<file path="config.mk">
export PLATFORM = sky130hd
export DESIGN_NAME = quadrilatero_dispatcher
export DESIGN_NICKNAME = d
export VERILOG_FILES = /design/src/rtl/quadrilatero_dispatcher.sv
export SDC_FILE = /design/constraint.sdc
export NUM_CORES = 1
export LEC_CHECK = 0
export BUFFER_PORTS_ARGS = -buffer_cell sky130_fd_sc_hd__buf_2
export CAP_MARGIN = 20
export CORE_MARGIN = 3
export CORE_UTILIZATION = 64
export DETAILED_ROUTE_END_ITERATION = 6
export PLACE_DENSITY = 0.95
export SLEW_MARGIN = 5
export SYNTH_ARGS = -nofsm -noshare
export SYNTH_HDL_FRONTEND = slang
export SYNTH_SLANG_ARGS = --single-unit
</file>
<file path="constraint.sdc">
create_clock -name clk_i -period 11.8 [get_ports clk_i]
set_clock_uncertainty 0.15 [all_clocks]
set_input_delay 1.18 -clock clk_i [delete_from_list [all_inputs] [get_ports clk_i]]
set_output_delay 1.18 -clock clk_i [all_outputs]
set_load 0.02 [all_outputs]
</file>
<file path="src/rtl/quadrilatero_dispatcher.sv">
// quadrilatero_dispatcher
// Issue stage of the matrix coprocessor. Holds one decoded matrix instruction,
// checks it against a per-register scoreboard (write-pending bit plus an
// outstanding-reader counter) for RAW/WAW/WAR hazards and issues it to the
// systolic array (0), LSU (1) or RF (2) over a valid/ready handshake.
//
// Ports:
//   clk_i, rst_i                  clock, asynchronous active-high reset
//   instr_*                       decoder-side instruction handshake and fields
//   issue_valid_o / issue_ready_i one-hot issue handshake towards the units
//   issue_*_o                     held instruction fields
//   rd_done_* / wr_done_*         per-port read / write completion releases
//   wbusy_o                       scoreboard write-pending bits
//   idle_o                        nothing held and scoreboard empty
//   err_o                         sticky protocol error
module quadrilatero_dispatcher #(
    parameter int N_REGS      = 8,
    parameter int N_FU        = 3,
    parameter int ID_WIDTH    = 4,
    parameter int READ_PORTS  = 4,
    parameter int WRITE_PORTS = 3,
    parameter int RCNT_W      = 2,
    localparam int RW         = $clog2(N_REGS)
) (
    input  logic                        clk_i,
    input  logic                        rst_i,
    input  logic                        instr_valid_i,
    output logic                        instr_ready_o,
    input  logic [1:0]                  instr_fu_i,
    input  logic [3*RW-1:0]             instr_rs_i,
    input  logic [2:0]                  instr_rs_valid_i,
    input  logic [RW-1:0]               instr_rd_i,
    input  logic                        instr_rd_valid_i,
    input  logic [ID_WIDTH-1:0]         instr_id_i,
    output logic [N_FU-1:0]             issue_valid_o,
    input  logic [N_FU-1:0]             issue_ready_i,
    output logic [3*RW-1:0]             issue_rs_o,
    output logic [2:0]                  issue_rs_valid_o,
    output logic [RW-1:0]               issue_rd_o,
    output logic                        issue_rd_valid_o,
    output logic [ID_WIDTH-1:0]         issue_id_o,
    input  logic [READ_PORTS-1:0]       rd_done_valid_i,
    input  logic [READ_PORTS*RW-1:0]    rd_done_reg_i,
    input  logic [WRITE_PORTS-1:0]      wr_done_valid_i,
    input  logic [WRITE_PORTS*RW-1:0]   wr_done_reg_i,
    output logic [N_REGS-1:0]           wbusy_o,
    output logic                        idle_o,
    output logic                        err_o
);

    // Sum width wide enough for counter + three commit increments + three requests.
    localparam int SW      = RCNT_W + 2;
    localparam int CNT_MAX = (1 << RCNT_W) - 1;

    typedef enum logic {S_IDLE, S_HOLD} state_t;

    state_t                         r_state;
    logic                           r_issue;
    logic [1:0]                     r_fu;
    logic [3*RW-1:0]                r_rs;
    logic [2:0]                     r_rs_valid;
    logic [RW-1:0]                  r_rd;
    logic                           r_rd_valid;
    logic [ID_WIDTH-1:0]            r_id;
    logic [N_REGS-1:0]              r_wbusy;
    logic [N_REGS-1:0][RCNT_W-1:0]  r_rcnt;
    logic                           r_err;

    logic                           w_fire;
    logic                           w_accept;
    logic                           w_fu_ok;
    logic                           w_hazard;
    logic                           w_err_sb;
    logic [N_FU-1:0]                w_issue_vec;
    logic [3*RW-1:0]                w_c_rs;
    logic [2:0]                     w_c_rs_valid;
    logic [RW-1:0]                  w_c_rd;
    logic                           w_c_rd_valid;
    logic [N_REGS-1:0][1:0]         w_inc;
    logic [N_REGS-1:0]              w_set;
    logic [N_REGS-1:0]              w_wbusy_nxt;
    logic [N_REGS-1:0][RCNT_W-1:0]  w_rcnt_nxt;

    always_comb begin
        w_issue_vec = '0;
        if (r_issue) w_issue_vec[r_fu] = 1'b1;
    end

    assign w_fire        = |(w_issue_vec & issue_ready_i);
    assign instr_ready_o = (r_state == S_IDLE) || w_fire;
    assign w_accept      = instr_valid_i && instr_ready_o;
    assign w_fu_ok       = int'(instr_fu_i) < N_FU;

    // The instruction to check: the incoming one when capturing, else the held one.
    assign w_c_rs       = w_accept ? instr_rs_i       : r_rs;
    assign w_c_rs_valid = w_accept ? instr_rs_valid_i : r_rs_valid;
    assign w_c_rd       = w_accept ? instr_rd_i       : r_rd;
    assign w_c_rd_valid = w_accept ? instr_rd_valid_i : r_rd_valid;

    // Scoreboard updates committed by the instruction firing this cycle.
    always_comb begin
        for (int r = 0; r < N_REGS; r++) begin
            w_inc[r] = 2'd0;
            w_set[r] = w_fire && r_rd_valid && (r_rd == RW'(r));
            for (int s = 0; s < 3; s++) begin
                if (w_fire && r_rs_valid[s] && (r_rs[s*RW +: RW] == RW'(r)))
                    w_inc[r] = w_inc[r] + 2'd1;
            end
        end
    end

    // Hazard check sees registered state plus this cycle's fire commit, so a
    // back-to-back dependent instruction is caught; releases are not bypassed.
    always_comb begin
        logic [SW-1:0] need;
        logic [SW-1:0] fw_cnt;
        logic          fw_wb;
        w_hazard = 1'b0;
        for (int r = 0; r < N_REGS; r++) begin
            need   = '0;
            fw_cnt = SW'(r_rcnt[r]) + SW'(w_inc[r]);
            fw_wb  = r_wbusy[r] || w_set[r];
            for (int s = 0; s < 3; s++) begin
                if (w_c_rs_valid[s] && (w_c_rs[s*RW +: RW] == RW'(r)))
                    need = need + SW'(1);
            end
            if ((need != '0) && fw_wb) w_hazard = 1'b1;
            if ((need != '0) && ((fw_cnt + need) > SW'(CNT_MAX))) w_hazard = 1'b1;
            if (w_c_rd_valid && (w_c_rd == RW'(r)) && (fw_wb || (fw_cnt != '0)))
                w_hazard = 1'b1;
        end
    end

    // Releases: wr_done clears, rd_done decrements once per port. Releasing a
    // non-busy register is ignored and flagged; a set racing a clear wins.
    always_comb begin
        logic          clr;
        logic [SW-1:0] dec;
        w_err_sb    = 1'b0;
        w_wbusy_nxt = '0;
        w_rcnt_nxt  = '0;
        for (int r = 0; r < N_REGS; r++) begin
            clr = 1'b0;
            dec = '0;
            for (int p = 0; p < WRITE_PORTS; p++) begin
                if (wr_done_valid_i[p] && (wr_done_reg_i[p*RW +: RW] == RW'(r))) clr = 1'b1;
            end
            for (int p = 0; p < READ_PORTS; p++) begin
                if (rd_done_valid_i[p] && (rd_done_reg_i[p*RW +: RW] == RW'(r)))
                    dec = dec + SW'(1);
            end
            if (clr && (!r_wbusy[r] || w_set[r])) w_err_sb = 1'b1;
            w_wbusy_nxt[r] = w_set[r] || (r_wbusy[r] && !clr);
            if (dec > SW'(r_rcnt[r])) begin
                w_err_sb = 1'b1;
                dec      = SW'(r_rcnt[r]);
            end
            w_rcnt_nxt[r] = RCNT_W'(SW'(r_rcnt[r]) + SW'(w_inc[r]) - dec);
        end
    end

    always_ff @(posedge clk_i or posedge rst_i) begin
        if (rst_i) begin
            r_state    <= S_IDLE;
            r_issue    <= 1'b0;
            r_fu       <= '0;
            r_rs       <= '0;
            r_rs_valid <= '0;
            r_rd       <= '0;
            r_rd_valid <= 1'b0;
            r_id       <= '0;
            r_wbusy    <= '0;
            r_rcnt     <= '0;
            r_err      <= 1'b0;
        end else begin
            r_wbusy <= w_wbusy_nxt;
            r_rcnt  <= w_rcnt_nxt;
            if (w_err_sb || (w_accept && !w_fu_ok)) r_err <= 1'b1;
            if (w_accept) begin
                if (w_fu_ok) begin
                    r_state    <= S_HOLD;
                    r_issue    <= !w_hazard;
                    r_fu       <= instr_fu_i;
                    r_rs       <= instr_rs_i;
                    r_rs_valid <= instr_rs_valid_i;
                    r_rd       <= instr_rd_i;
                    r_rd_valid <= instr_rd_valid_i;
                    r_id       <= instr_id_i;
                end else begin
                    // Unknown unit: drop the instruction without issuing.
                    r_state <= S_IDLE;
                    r_issue <= 1'b0;
                end
            end else if (w_fire) begin
                r_state <= S_IDLE;
                r_issue <= 1'b0;
            end else if ((r_state == S_HOLD) && !r_issue) begin
                // Hazards only clear while holding, so once raised valid stays up.
                r_issue <= !w_hazard;
            end
        end
    end

    assign issue_valid_o    = w_issue_vec;
    assign issue_rs_o       = r_rs;
    assign issue_rs_valid_o = r_rs_valid;
    assign issue_rd_o       = r_rd;
    assign issue_rd_valid_o = r_rd_valid;
    assign issue_id_o       = r_id;
    assign wbusy_o          = r_wbusy;
    assign idle_o           = (r_state == S_IDLE) && (r_wbusy == '0) && (r_rcnt == '0);
    assign err_o            = r_err;

endmodule
</file>
==> results_dict.tcl <==
set metrics [dict create \
    grt_pass1_vias 5904 \
    crit_cells 20 \
    yosys.area_share.simple 0.281 \
    whs_ps 360 \
    crit_type "in2reg" \
    h-tree-depth 2 \
    die_h_um 109 \
    insertion_delay_ps 330 \
    max_slew_margin 0.352 \
    netlist_instances 879 \
    cts_resized 0 \
    timing.rr.end "r_issue" \
    synth_warnings 0 \
    crit_chain "buf_2 > mux2_4 > mux2_2 > and2_1 > nand2_1 > nor2_1 > ha_1 > xnor2_1 > ha_1 > inv_1 > fa_1 > inv_1 > ha_1 > nor4_1 > nand2_1 > a211oi_1 > a311o_1 > o21ai_1 > or4_1 > o21ai_1" \
    grt_usage 0.309 \
    power_frac_seq 0.252 \
    area_growth_pct 10.4 \
    fin_setup_tns_ps 0 \
    cp-end-kind "flop" \
    drc_errors 7 \
    min_from "issue_id_o[0]" \
    switching_share 0.528 \
    tightest_slew_ps 972 \
    synth_nets 1047 \
    post_cts_buffers 0 \
    p_int_mw 0.731 \
    synth_edf_count 0 \
    overflow 0 \
    total_leakage_power_nw 3.87 \
    setup_viol 0 \
    comb_power_share 0.659 \
    totalWireLength_um 18300 \
    vdd_drop_max_uv 150 \
    rsz0062_at_grt "false" \
    antenna_found_initial 0 \
    hold_viol 0 \
    hpwl_um 14900 \
    clock_path_buffers 2 \
    synthXorXnorAreaFrac 0.0689 \
    yosys-mux-area-fraction 0.0836 \
    yosys.area.top_type "ha_1" \
    finalCoreUtilization 0.743 \
    grt_pass1_wl_um 28600 \
    fmax_ghz 0.192 \
    grt_max_degree 50 \
    syn-cell-area_mm2 0.00673 \
    synth_top_family_by_area "simple AND/OR/NAND/NOR gates" \
    max_stage_delay_ps 510 \
    min_period_ps 5200 \
    synth_top_area_share 0.193 \
    synthArstFlopShare 1.00 \
    wl_per_cell_um 16.6 \
    synth-seq-area-share 0.182 \
    drv_cap 0 \
    r2r-start "r_fu[1]" \
    num_rows 36 \
    drive_gt1_frac 0.141 \
    gp_congestion 1.02 \
    r2r_cells 19 \
    cts_root_buffer "clkbuf_8" \
    violations "design-rule violations" \
    diodes 0 \
    status "finished with violations" \
    core_mm2 0.0100 \
    cts_buffers 5 \
    fin_crit_sh 0.441 \
    synth_cell_types 58 \
    ys.flop_type "dfrtp_1" \
    critPathMostFrequentCell "ha_1" \
    io_buffers 89 \
    ioPinCount 90 \
    power_density_mw_per_mm2 208 \
    dieArea_mm2 0.0118 \
    cts_tree "yes" \
    drt_pass1_iterations 7 \
    crit_slowest_cell "fa_1" \
    critPathTopFamily "simple AND/OR/NAND/NOR gates" \
    slew_viol_final 0 \
    holdPathStages 1 \
    p_total_mw 1.55 \
    startpoint "issue_ready_i[0]" \
    synth_fa_ha_area_frac 0.217 \
    hold_buffers 0 \
    cp-start-kind "input pin" \
    worstHoldEndpoint "issue_id_o[0]" \
    hp-class "reg2reg" \
    viasPerCell 6.08 \
    die_w_um 109 \
    clkPwrFrac 0.088 \
    fin_nets 1132 \
    ant_nets 0 \
    synth_compound_area_frac 0.0927 \
    required_ps 11910 \
    power_switching_mw 0.817 \
    crit_buf_inv 3 \
    synth_area_leaders "ha_1 19%, dfrtp_1 18%, nand2_1 6.9%, inv_1 6.5%, xnor2_1 5.5%" \
    cts_num_sinks 49 \
    synth-seq-cells 49 \
    path_clk_slew_ps 110 \
    r2r_setup_slack_ps 7040 \
    syn_area_per_cell_um2 7.66 \
    vias 6673 \
    path_max_fanout 7 \
    worstPathArrival_ps 5310 \
    drtIter0Drc 664 \
    initial_core_util 0.673 \
]
-- cells by family (layout without fill, tap and decap cells) --
group           count (synthesis)  in the layout
simple gates                  380            380
buf+inv                       130            216
fa+ha+maj                     112            112
flops                          49             49
compound gates                103            103
xor+xnor                       53             53
mux                            52             52
-- worst max path at each step --
stage              end  slack [ps]
2_1_floorplan  r_issue        6740
3_3_place_gp   r_issue        6420
3_5_place_dp   r_issue        6300
4_1_cts        r_issue        6640
5_1_grt        r_issue        6270
6_report       r_issue        6600
-- state kept, by name, summed over array words and instances (netlist names) --
register          cells
err_o                 1
issue_id_o            4
issue_rd_o            3
issue_rd_valid_o      1
issue_rs_o            9
issue_rs_valid_o      3
r_fu                  2
r_issue               1
r_rcnt               16
r_state               1
wbusy_o               8
-- cells in the mapped netlist, types with 3 or more instances --
master	n
o21ai_1	4
xor2_1	11
a31oi_1	3
xnor2_1	42
o31ai_1	4
nor2b_1	25
nand2_1	124
clkbuf_1	9
nand4_1	15
nand3b_1	8
nor4_1	18
nand3_1	36
ha_1	104
nor2_1	63
nand2b_1	15
inv_1	117
nor3_1	29
and2_1	4
o21ai_0	37
nand4b_1	8
mux2i_1	21
o211ai_1	3
dfrtp_1	49
mux2_2	29
and3_1	12
nor3b_1	13
a21oi_1	31
fa_1	8
-- routing by layer --
metal  part of all wire  vias to the layer above  GRT usage
met3              0.092                       68     0.0633
li1                   -                     3175          -
met4              0.037                        0     0.0938
met5                  0                        -          0
met1               0.42                     3081      0.420
met2               0.45                      349      0.496
-- power by group through the flow --
stage / clock network [mW] / logic [mW] / registers (mW)
2_1_floorplan: 0 / 0.706 / 0.390
3_3_place_gp: 0 / 0.963 / 0.386
3_5_place_dp: 0 / 0.993 / 0.385
4_1_cts: 0.136 / 1.00 / 0.382
5_1_grt: 0.142 / 1.13 / 0.402
6_report: 0.137 / 1.02 / 0.390
-- metrics by stage --
step,worst slack [ps],instances,area [um2]
3_3_place_gp,6420,1089,7290
2_1_floorplan,6740,879,6730
3_5_place_dp,6300,1089,7290
6_report,6600,1098,7430
5_1_grt,6270,1098,7430
4_1_cts,6640,1097,7410
-- placed cells by master (no fill, tap or decap), types with 18 or more instances in the layout --
cell type,n
o21ai_0,37
mux2i_1,21
a21oi_1,30
ha_1,104
nor4_1,18
buf_2,89
inv_1,116
nand3_1,36
nor2_1,63
xnor2_1,42
dfrtp_1,49
mux2_2,29
nand2_1,124
nor2b_1,25
nor3_1,29
-- cell type report --
class	count	area, um2
fill	769	2570
clock inverter	3	48.8
inverter	117	439
multi-input combinational	700	5010
sequential	49	1230
tap	133	166
timing repair buffer	91	473
clock buffer	5	68.8
No activity file was read; power rests on OpenSTA's default activity.
